[src/rtl/ppu_pkg.sv]
// Shared PPU pixel-path types: mixer FSM states, LCD shade type and the
// DMG palette lookup used wherever a 2-bit colour index becomes a shade.
package ppu_pkg;

  typedef enum logic [1:0] {
    IDLE    = 2'd0,
    DISCARD = 2'd1,
    DRAW    = 2'd2,
    DONE    = 2'd3
  } mixer_state_t;

  typedef logic [1:0] shade_t;

  localparam int X_MAX_DEFAULT = 160;

  function automatic shade_t palette_map(input logic [7:0] palette, input logic [1:0] idx);
    shade_t shade_v;
    case (idx)
      2'd0:    shade_v = palette[1:0];
      2'd1:    shade_v = palette[3:2];
      2'd2:    shade_v = palette[5:4];
      2'd3:    shade_v = palette[7:6];
      default: shade_v = palette[1:0];
    endcase
    return shade_v;
  endfunction

endpackage

[src/rtl/pixel_priority_mux.sv]
// Combinational background/sprite winner select with DMG priority rules,
// followed by the BGP/OBP0/OBP1 palette lookup of the winning pixel.
module pixel_priority_mux
  import ppu_pkg::*;
(
  input  logic [1:0] bg_pixel,
  input  logic       bg_ena,
  input  logic [1:0] sprite_pixel,
  input  logic       sprite_valid,
  input  logic       sprite_palette,
  input  logic       sprite_priority,
  input  logic [7:0] bgp,
  input  logic [7:0] obp0,
  input  logic [7:0] obp1,
  output shade_t     shade,
  output logic       sprite_win
);

  logic [1:0] bi_s;
  logic [7:0] obp_s;

  // Winner select and palette mapping
  always_comb begin
    bi_s       = 2'd0;
    obp_s      = obp0;
    shade      = 2'd0;
    sprite_win = 1'b0;

    if (bg_ena) begin
      bi_s = bg_pixel;
    end else begin
      bi_s = 2'd0;
    end

    if (sprite_palette) begin
      obp_s = obp1;
    end else begin
      obp_s = obp0;
    end

    // A behind-background sprite only loses to a non-zero background index.
    sprite_win = sprite_valid && (sprite_pixel != 2'd0) &&
                 !(sprite_priority && (bi_s != 2'd0));

    if (sprite_win) begin
      shade = palette_map(obp_s, sprite_pixel);
    end else if (bg_ena) begin
      shade = palette_map(bgp, bi_s);
    end else begin
      shade = 2'd0;
    end
  end

endmodule

[src/rtl/pixel_mixer.sv]
// Pixel FIFO consumer: pops on T-cycle ticks, drops SCX fine-scroll pixels,
// mixes bg/sprite and streams shades to the LCD. Optional PIXEL_MIXER_STATS_EN.
module pixel_mixer
  import ppu_pkg::*;
#(
  parameter int X_MAX = X_MAX_DEFAULT
) (
  input  logic                       clk_in,
  input  logic                       rst_in,
  input  logic                       tclk_in,
  input  logic                       line_start_in,
  input  logic                       stall_in,
  input  logic [7:0]                 SCX_in,
  input  logic                       bg_ena_in,
  input  logic [7:0]                 BGP_in,
  input  logic [7:0]                 OBP0_in,
  input  logic [7:0]                 OBP1_in,
  output logic                       rd_en_out,
  input  logic [1:0]                 bg_pixel_in,
  input  logic                       bg_valid_in,
  input  logic [1:0]                 sprite_pixel_in,
  input  logic                       sprite_valid_in,
  input  logic                       sprite_palette_in,
  input  logic                       sprite_priority_in,
  output logic [1:0]                 lcd_pixel_out,
  output logic                       lcd_valid_out,
  output logic [$clog2(X_MAX)-1:0]   X_out,
  output logic                       line_done_out
`ifdef PIXEL_MIXER_STATS_EN
  ,
  output logic [7:0]                 sprite_count_out
`endif
);

  localparam int              XW     = $clog2(X_MAX);
  localparam logic [XW-1:0]   X_LAST = XW'(X_MAX - 1);

  mixer_state_t   state_r, state_nxt_s;
  logic [2:0]     disc_cnt_r, disc_cnt_nxt_s;
  logic [XW-1:0]  x_cnt_r, x_cnt_nxt_s;
  logic           active_s;
  logic           emit_s;
  shade_t         mix_shade_s;
  logic           sprite_win_s;
  logic [1:0]     lcd_pixel_r;
  logic           lcd_valid_r;
  logic [XW-1:0]  x_out_r;
  logic           line_done_r;
  logic           unused_scx_s;

  assign unused_scx_s = ^SCX_in[7:3];

  pixel_priority_mux u_mux (
    .bg_pixel        (bg_pixel_in),
    .bg_ena          (bg_ena_in),
    .sprite_pixel    (sprite_pixel_in),
    .sprite_valid    (sprite_valid_in),
    .sprite_palette  (sprite_palette_in),
    .sprite_priority (sprite_priority_in),
    .bgp             (BGP_in),
    .obp0            (OBP0_in),
    .obp1            (OBP1_in),
    .shade           (mix_shade_s),
    .sprite_win      (sprite_win_s)
  );

  // Next-state, counter update and pop/emit decode
  always_comb begin
    state_nxt_s    = state_r;
    disc_cnt_nxt_s = disc_cnt_r;
    x_cnt_nxt_s    = x_cnt_r;
    emit_s         = 1'b0;
    active_s       = (state_r == DISCARD) || (state_r == DRAW);

    if (line_start_in) begin
      // Also the abort path when a line is already in progress.
      x_cnt_nxt_s = {XW{1'b0}};
      if (SCX_in[2:0] == 3'd0) begin
        state_nxt_s    = DRAW;
        disc_cnt_nxt_s = 3'd0;
      end else begin
        state_nxt_s    = DISCARD;
        disc_cnt_nxt_s = SCX_in[2:0];
      end
    end else begin
      case (state_r)
        IDLE: begin
          state_nxt_s = IDLE;
        end
        DISCARD: begin
          if (bg_valid_in) begin
            if (disc_cnt_r == 3'd1) begin
              disc_cnt_nxt_s = 3'd0;
              state_nxt_s    = DRAW;
            end else begin
              disc_cnt_nxt_s = disc_cnt_r - 3'd1;
            end
          end else begin
            disc_cnt_nxt_s = disc_cnt_r;
          end
        end
        DRAW: begin
          if (bg_valid_in) begin
            emit_s = 1'b1;
            if (x_cnt_r == X_LAST) begin
              x_cnt_nxt_s = {XW{1'b0}};
              state_nxt_s = DONE;
            end else begin
              x_cnt_nxt_s = x_cnt_r + XW'(1);
            end
          end else begin
            x_cnt_nxt_s = x_cnt_r;
          end
        end
        DONE: begin
          state_nxt_s = IDLE;
        end
        default: begin
          state_nxt_s = IDLE;
        end
      endcase
    end
  end

  assign rd_en_out = tclk_in && !stall_in && active_s;

  // State, counters and registered LCD outputs
  always_ff @(posedge clk_in) begin
    if (rst_in) begin
      state_r     <= IDLE;
      disc_cnt_r  <= 3'd0;
      x_cnt_r     <= {XW{1'b0}};
      lcd_pixel_r <= 2'd0;
      lcd_valid_r <= 1'b0;
      x_out_r     <= {XW{1'b0}};
      line_done_r <= 1'b0;
    end else begin
      state_r     <= state_nxt_s;
      disc_cnt_r  <= disc_cnt_nxt_s;
      x_cnt_r     <= x_cnt_nxt_s;
      lcd_valid_r <= emit_s;
      line_done_r <= (state_r == DONE);
      if (emit_s) begin
        lcd_pixel_r <= mix_shade_s;
        x_out_r     <= x_cnt_r;
      end
    end
  end

  assign lcd_pixel_out = lcd_pixel_r;
  assign lcd_valid_out = lcd_valid_r;
  assign X_out         = x_out_r;
  assign line_done_out = line_done_r;

`ifdef PIXEL_MIXER_STATS_EN
  logic [7:0] sprite_count_r;

  // Per-line count of sprite-won pixels, frozen once the line ends
  always_ff @(posedge clk_in) begin
    if (rst_in) begin
      sprite_count_r <= 8'd0;
    end else if (line_start_in) begin
      sprite_count_r <= 8'd0;
    end else if (emit_s && sprite_win_s && (sprite_count_r != 8'hFF)) begin
      sprite_count_r <= sprite_count_r + 8'd1;
    end else begin
      sprite_count_r <= sprite_count_r;
    end
  end

  assign sprite_count_out = sprite_count_r;
`else
  logic unused_win_s;
  assign unused_win_s = sprite_win_s;
`endif

endmodule

[config.mk]
export PLATFORM = sky130hd
export DESIGN_NAME = pixel_mixer
export DESIGN_NICKNAME = d
export VERILOG_FILES = /design/src/rtl/ppu_pkg.sv /design/src/rtl/pixel_priority_mux.sv /design/src/rtl/pixel_mixer.sv
export SDC_FILE = /design/constraint.sdc
export NUM_CORES = 1
export LEC_CHECK = 0
export CAP_MARGIN = 40
export CORE_UTILIZATION = 42
export CTS_CLUSTER_DIAMETER = 30
export DETAILED_ROUTE_END_ITERATION = 12
export PLACE_DENSITY = 0.79
export SKIP_LAST_GASP = 1
export SLEW_MARGIN = 5
export SYNTH_ARGS = -nofsm -noshare
export SYNTH_HDL_FRONTEND = slang
export SYNTH_SLANG_ARGS = --single-unit
export TNS_END_PERCENT = 1
[constraint.sdc]
create_clock -name clk_in -period 2 [get_ports clk_in]
set_input_delay 0.6 -clock clk_in [delete_from_list [all_inputs] [get_ports clk_in]]
set_output_delay 0.6 -clock clk_in [all_outputs]
set_load 0.02 [all_outputs]
== After elaboration in Yosys (flattened, before gate mapping) ==
Cells that the tools add are included.
Operators by class
  reduce and logical (&&, ||, !) cells: 21
  add/subtract/negate cells: 2
  mux-type cells: 22
  eq/ne operators: 15
Operators with widths (count)
  $mux 2: 9
  $mux 8: 2
  $pmux 2 s4: 2
  $mux 3: 5
  $eq 2x2->1 const B: 6
  $add 8x1->8 const B: 1
  $eq 8x8->1 const B: 1
  $reduce_bool 2->1: 4
  $eq 2x1->1 const B: 3
  $logic_not 2->1: 3
  $ne 3x2->1 const B: 2
  $ne 3x3->1 const B: 2
  $pmux 2 s3: 1
  $logic_and 1x1->1: 5
  $reduce_and 2->1: 2
  $reduce_and 4->1: 1
  $reduce_or 2->1: 2
  $eq 3x1->1 const B: 1
  $logic_not 3->1: 1
  $mux 1: 3
  $sub 3x1->3 const B: 1
  $logic_not 1->1: 2
  $logic_or 1x1->1: 1
Word-level totals
  register bits after elaboration: 25
  output and inout bits: 13
  word-level logic and storage cells: 67

== Longest topological paths before layout ==
Gate-level depths: netlist (run 1).
  depth in word-level cells: 6
  gate-level depth with buffers: 8
  depth with buffers taken out: 6

== Cells and area by module ==
Synthesis (run 1) repeated with hierarchy kept, for this count alone.
Unflattened totals
  cells, all modules: 148
  area total of the unflattened synthesis: 1371.3 um^2
Modules (own cells, without submodules)
  pixel_mixer: sequential area each 500.5 um^2, area an instance 1169.9 um^2, cells each 129, times used 1
  pixel_priority_mux: sequential area each 0.0 um^2, area an instance 201.4 um^2, cells each 19, times used 1

== Worst setup path before layout (run 1) ==
OpenSTA, ideal clock, no wires.
  path kind: reg-to-output
  start point: register state_r[0]
  end point: output rd_en_out
  arrival time: 1.241 ns
  setup slack: 0.159 ns
  buffers on the path: 0
  stages on the path, launching flop included: 4
  data required time: 1.400 ns
  cell sequence: dfxtp_1 -> inv_1 -> ha_1 -> nor3b_1
On the way
  longest elaborated chain between the ends: 3
  elaborated cells on any way between the ends: 4
  those cells by class: eq/ne: 2; reduce/logical: 2
RTL lines
  start: declaration: line pixel_mixer.sv:38  | mixer_state_t state_r, state_nxt_s;
  start signal: assignment: line pixel_mixer.sv:138  | state_r <= state_nxt_s;
  $eq 2x1->1 or $eq 2x2->1 (tied branches): line pixel_mixer.sv:73  | active_s = (state_r == DISCARD) || (state_r == DRAW);
  $logic_or 1x1->1 *: line pixel_mixer.sv:73
  $logic_and 1x1->1 *: line pixel_mixer.sv:125  | assign rd_en_out = tclk_in && !stall_in && active_s;
  end: declaration: line pixel_mixer.sv:18  | output logic rd_en_out,
Mark *: on every way between the ends. The rest lies on a longest branch, timed or not.

== Worst setup path after layout (run 1) ==
  start point: input stall_in
  end point: output rd_en_out
On the way
  longest elaborated chain between the ends: 3
RTL lines
  start: declaration: line pixel_mixer.sv:12  | input logic stall_in,
  $logic_not 1->1: line pixel_mixer.sv:125
  $logic_and 1x1->1 (2 in a row): line pixel_mixer.sv:125
No other way between the ends.

==> impl_metrics.json, run 1 <==
{
  "hold_path.class": "flop to flop",
  "die_h_um": 59.5,
  "r2r_cells": 5,
  "ys.flop_type": "dfxtp_1",
  "fmaxAchievable_ghz": 0.507,
  "post-place-ws_ns": -0.517,
  "worst_setup_path_end_kind": "primary output",
  "drive_above_1_share": 0.147,
  "fp.dieArea_mm2": 0.00354,
  "rr_startpoint": "x_cnt_r[0]",
  "fin_util": 0.666,
  "instances_no_fill": 268,
  "synth_area_leaders": "dfxtp_1, nand2_1, ha_1",
  "synth_top_area_frac": 0.361,
  "cp.buffers_inverters": 2,
  "place.gp.congestion": 0.791,
  "cts.path.max_buffers": 2,
  "dp_hpwl_mm": 2.70,
  "setup-violations-final": 0,
  "crit_type": "input pin to primary output",
  "drc": 0,
  "hold-path-cell-count": 2,
  "antenna_left": 0,
  "synthTopCellsByCount": "dfxtp_1, nand2_1, a21oi_1, nor2_1, ha_1",
  "via_per_inst": 5.32,
  "cts_made_buffers": 3,
  "status": "finished clean",
  "grt_pass1_vias": 1391,
  "required_ns": 1.40,
  "fin_ws_ns": 0.0275,
  "grt-ovfl-total": 0,
  "routed_wl_mm": 3.33,
  "wl_per_cell_um": 12.4,
  "grt_max_degree": 16,
  "dr_total_vias": 1427,
  "synth_cells": 162,
  "irDropWorstVdd_v": 0.000222,
  "synth_fp_nets": 215,
  "worstHoldStart": "X_out[6]",
  "hold_end": "X_out[6]",
  "diodes": 0,
  "drv_slew": 0,
  "relSlewSlack": 0.774,
  "drt_pass1_iterations": 4,
  "core_area_mm2": 0.00310,
  "crit_arrival_ns": 1.37,
  "ys_ff_latch": 25,
  "leakage_uw": 0.000755,
  "final.fill_count": 277,
  "synth_cell_types": 41,
  "min_period_ns": 1.97,
  "reg2reg_setup_slack_ns": 0.35,
  "period_share": 0.986,
  "num_rows": 20,
  "die_x_um": 59.5,
  "first_iter_violations": 52,
  "final_nets": 278,
  "ys_async_sr_fraction": 0,
  "cpPeakStageDelay_ns": 0.42,
  "start_util": 0.447,
  "antenna_found_initial": 0,
  "crit_family": "buffers and inverters",
  "grt_setup_unrepaired": "no",
  "cts_tree": "built",
  "cts-root-buf": "clkbuf_4",
  "synth_top_area_cell": "dfxtp_1",
  "syn_to_final_growth_pct": 49.0,
  "r2r-end": "state_r[0]",
  "io_buffer_count": 49,
  "seq_area_frac_synth": 0.361,
  "cpMaxStageDelayCell": "clkdlybuf4s50_1",
  "clock_latency_ns": 0.33,
  "synth_warnings": 0,
  "syn_area_mm2": 0.00139,
  "dp_cells": 264,
  "tightest_slew_ns": 0.339,
  "cts.sinks": 25,
  "synth_edf_count": 0,
  "grt_pass1_wl_mm": 5.68,
  "grt_use_total": 0.217,
  "cp_cell_sequence": "clkdlybuf4s50_1 -> nor3b_2 -> buf_4",
  "skew_ns": 0.00833,
  "htree_levels": 1,
  "cp_max_fo": 1,
  "hold_violations": 0,
  "drv_cap": 0,
  "crit_path_start_kind": "input pin",
  "syn_avg_cell_area_um2": 8.57,
  "ios": 59,
  "clk_pin_slew_ns": 0.14,
  "powerDensity_mw_per_mm2": 476
}
-- registers in the layout, summed over array words and instances, names as in the netlist --
signal	flops
X_out	8
disc_cnt_r	3
lcd_pixel_out	2
lcd_valid_out	1
line_done_out	1
state_r	2
x_cnt_r	8
-- kinds of logic after synthesis --
kind of cell	count (synthesis)	synth area share
AO/OA/AOI/OAI	34	0.174
XOR/XNOR	6	0.0379
adder cells (fa/ha/maj)	7	0.0631
buffers and inverters	14	0.0451
flip-flops	25	0.361
multiplexers	8	0.0794
AND/OR/NAND/NOR	68	0.240
-- worst max-delay path by stage --
| stage | from | end | slack [ns] | cells past startpoint |
|---|---|---|---|---|
| 2_1_floorplan | state_r[0] | rd_en_out | 0.16 | 3 |
| 3_3_place_gp | tclk_in | rd_en_out | -0.45 | 3 |
| 3_5_place_dp | tclk_in | rd_en_out | -0.52 | 3 |
| 5_1_grt | state_r[0] | rd_en_out | 0.003 | 4 |
| 4_1_cts | stall_in | rd_en_out | 0.01 | 3 |
| 6_report | stall_in | rd_en_out | 0.03 | 3 |
-- what timing repair did --
action,CTS,global route
hold buffers,0,0
setup buffers,0,0
gates resized for setup,9,0
endpoints found under the setup margin,1,0
-- power breakdown --
group | leakage (µW) | switching [µW] | internal (µW)
Sequential | 0.000203 | 8.08 | 509
Combinational | 0.000539 | 91.6 | 141
Clock | 0.0000139 | 156 | 76.6
Total | 0.000755 | 256 | 727
-- worst min-delay path, delay by kind of cell (launching register included) --
kind,cells,cell delay (ns)
AO/OA/AOI/OAI,1,0.06
flip-flops,1,0.34
AND/OR/NAND/NOR,1,0.05
-- final cells by class --
type | count | area [µm²] | area share
Multi-Input combinational cell | 123 | 842 | 0.407
Clock buffer | 3 | 22.5 | 0.0109
Sequential cell | 25 | 502 | 0.243
Tap cell | 44 | 55.1 | 0.0266
Clock inverter | 1 | 7.51 | 0.00363
Inverter | 6 | 22.5 | 0.0109
Timing Repair Buffer | 66 | 616 | 0.298
-- layer usage --
| metal | up-vias | track usage | wire (µm) |
|---|---|---|---|
| met5 | - | 0 | 0 |
| met4 | 0 | 0.109 | 79 |
| met3 | 9 | 0.0284 | 207 |
| met2 | 71 | 0.409 | 1810 |
| met1 | 654 | 0.232 | 1230 |
| li1 | 693 | - | - |
-- cells in the final DEF, fill, tap and decap left out, drive strengths merged --
cell type | netlist | routed
a211oi | 1 | 1
a21o | 1 | 1
a21oi | 14 | 14
a221o | 2 | 2
a221oi | 1 | 1
a311oi | 3 | 3
a31oi | 1 | 1
and2 | 1 | 1
and2b | 1 | 1
buf | 3 | 18
clkbuf | 5 | 3
clkdlybuf4s50 | 0 | 48
clkinvlp | 0 | 1
dfxtp | 25 | 25
ha | 7 | 7
inv | 6 | 6
mux2 | 1 | 1
mux2i | 5 | 5
mux4 | 2 | 2
nand2 | 26 | 26
nand2b | 6 | 6
nand3 | 2 | 2
nand4 | 4 | 4
nor2 | 14 | 14
nor2b | 3 | 3
nor3 | 4 | 4
nor3b | 1 | 1
nor4 | 1 | 1
o21ai | 7 | 7
o2bb2ai | 3 | 3
o41ai | 1 | 1
or2 | 2 | 2
or3 | 2 | 2
or4b | 1 | 1
xnor2 | 4 | 4
xor2 | 2 | 2
-- stage by stage --
stage	hold slack (ns)	total power (µW)	setup TNS, ns	area [µm²]
after detailed placement	0.455	755	-0.904	2020
after floorplan	0.457	623	0	1390
final	0.470	983	0	2070
after global placement	0.442	742	-0.754	2020
after CTS	0.475	989	0	2070
after global routing	0.493	1040	0	2070
Power figures use the tool's default switching activity.
==> inputs of run 2 (changes only) <==
Settings changed: CORE_MARGIN set to 2.
==> impl_metrics.json, run 2 (synthesis gave the netlist of run 1 again) <==
{
  "min_period_ns": 1.91,
  "period_share": 0.955,
  "dp_hpwl_mm": 2.73,
  "final_common_cell": "clkdlybuf4s50_1",
  "rr_startpoint": "x_cnt_r[0]",
  "antenna_found_initial": 0,
  "fin_tns_setup_ns": 0,
  "drt_pass1_iterations": 4,
  "grt_pass1_vias": 1376,
  "via_per_inst": 5.16,
  "multi_input_comb_area_um2": 842,
  "required_ns": 1.40,
  "cts.path.max_buffers": 2,
  "io_buffer_count": 49,
  "grt-ovfl-total": 0,
  "die_x_um": 61.5,
  "worstHoldStart": "X_out[4]",
  "drv_slew": 0,
  "skew_ns": 0.00373,
  "wl_per_cell_um": 12.5,
  "die_h_um": 61.5,
  "cts-root-buf": "clkbuf_4",
  "layout_common_cells": "clkdlybuf4s50_1, nand2_1, dfxtp_1",
  "clk_pin_slew_ns": 0.14,
  "post-place-ws_ns": -0.460,
  "relSlewSlack": 0.793,
  "switchingPower_uw": 255,
  "drive_above_1_share": 0.148,
  "routed_wl_mm": 3.34,
  "cpPeakStageDelay_ns": 0.36,
  "place.gp.congestion": 0.765,
  "core_area_mm2": 0.00310,
  "dp_cells": 263,
  "power_frac_seq": 0.528,
  "diodes": 0,
  "p_clk_frac": 0.236,
  "first_iter_violations": 47,
  "worst_setup_path_end_kind": "primary output",
  "irDropWorstVdd_v": 0.000235,
  "hold_path.class": "flop to flop",
  "powerDensity_mw_per_mm2": 475,
  "intPower_uw": 723,
  "grt_setup_unrepaired": "no",
  "dr_total_vias": 1379,
  "fin_ws_ns": 0.0909,
  "crit_family": "flip-flops",
  "start_util": 0.447,
  "antenna_left": 0,
  "cts_made_buffers": 3,
  "seq_area_um2": 502,
  "final_nets": 277,
  "grt_use_total": 0.201,
  "crit_type": "flop to primary output",
  "drv_cap": 0,
  "grt_max_degree": 15,
  "switching_share": 0.261,
  "cts.sinks": 25,
  "leakage_uw": 0.000773,
  "htree_levels": 1,
  "cp_cell_sequence": "inv_2 -> ha_4 -> nor3b_2 -> buf_4",
  "num_rows": 20,
  "syn_to_final_growth_pct": 48.6,
  "instances_no_fill": 267,
  "fin_util": 0.665,
  "cts_tree": "built",
  "final.fill_count": 275,
  "cp_max_fo": 3,
  "critPathLaunch": "state_r[0]",
  "status": "finished clean",
  "drc": 0,
  "setup-violations-final": 0,
  "cts_setup_buffers": 0,
  "clock_latency_ns": 0.33,
  "pwr-share-comb": 0.236,
  "tightest_slew_ns": 0.308,
  "fmaxAchievable_ghz": 0.524,
  "crit_arrival_ns": 1.31,
  "crit_path_start_kind": "flop",
  "grt_pass1_wl_mm": 5.64,
  "fp.dieArea_mm2": 0.00378,
  "ios": 59,
  "cp.buffers_inverters": 2,
  "hold_violations": 0,
  "cpMaxStageDelayCell": "dfxtp_2"
}
-- run 2: cell types whose count changed in the layout (fill, tap and decap cells not counted) --
cell	change
inv_2	+1
buf_4	-1
clkdlybuf4s50_1	-2
inv_1	-1
clkinvlp_4	-1
dlymetal6s2s_1	+2
clkinv_2	+1
-- run 2: path summary, 6_finish.rpt --
| kind | endpoint | slack [ns] | cells after the start |
|---|---|---|---|
| max reg2reg | state_r[0] | 0.29 | 5 |
| max | rd_en_out | 0.09 | 4 |
| min reg2reg | X_out[4] | 0.47 | 2 |
| min | X_out[4] | 0.47 | 2 |
-- run 2: timing repair --
item,CTS,global route
hold buffers,0,0
pin swaps,0,1
gates resized for setup,9,3
endpoints found under the setup margin,1,1
-- run 2: layout make-up --
class,instances,share of cell area
multi-input combinational,123,0.408
timing repair buffer,65,0.297
clock buffer,3,0.0109
tap,44,0.0267
clock inverter,1,0.00243
sequential,25,0.243
inverter,6,0.0109
-- run 2: power groups by stage --
stage	combinational [µW]	clock, µW	sequential (µW)
finish	231	231	517
global placement	215	0	525
floorplan	95.2	0	528
CTS	232	236	516
global route	252	253	519
detailed placement	225	0	526
-- run 2: routing by layer --
layer | global-route usage | vias up | wire length [µm] | part of all wire
li1 | - | 694 | - | -
met2 | 0.371 | 55 | 1740 | 0.52
met5 | 0 | - | 0 | 0
met3 | 0.0315 | 5 | 201 | 0.060
met4 | 0.0790 | 0 | 48 | 0.014
met1 | 0.228 | 625 | 1350 | 0.41
-- run 2: metrics by stage --
step	instance area, µm²	total power (µW)	hold slack (ns)
6_report	2060	979	0.471
3_5_place_dp	2010	751	0.454
5_1_grt	2060	1020	0.494
4_1_cts	2060	984	0.472
2_1_floorplan	1390	623	0.457
3_3_place_gp	2010	741	0.443
-- run 2: worst min-delay path: cells and delay by family (launching register included) --
kind / cells / cell delay, ns
compound gates: 1 / 0.05
flops: 1 / 0.34
simple gates: 1 / 0.05
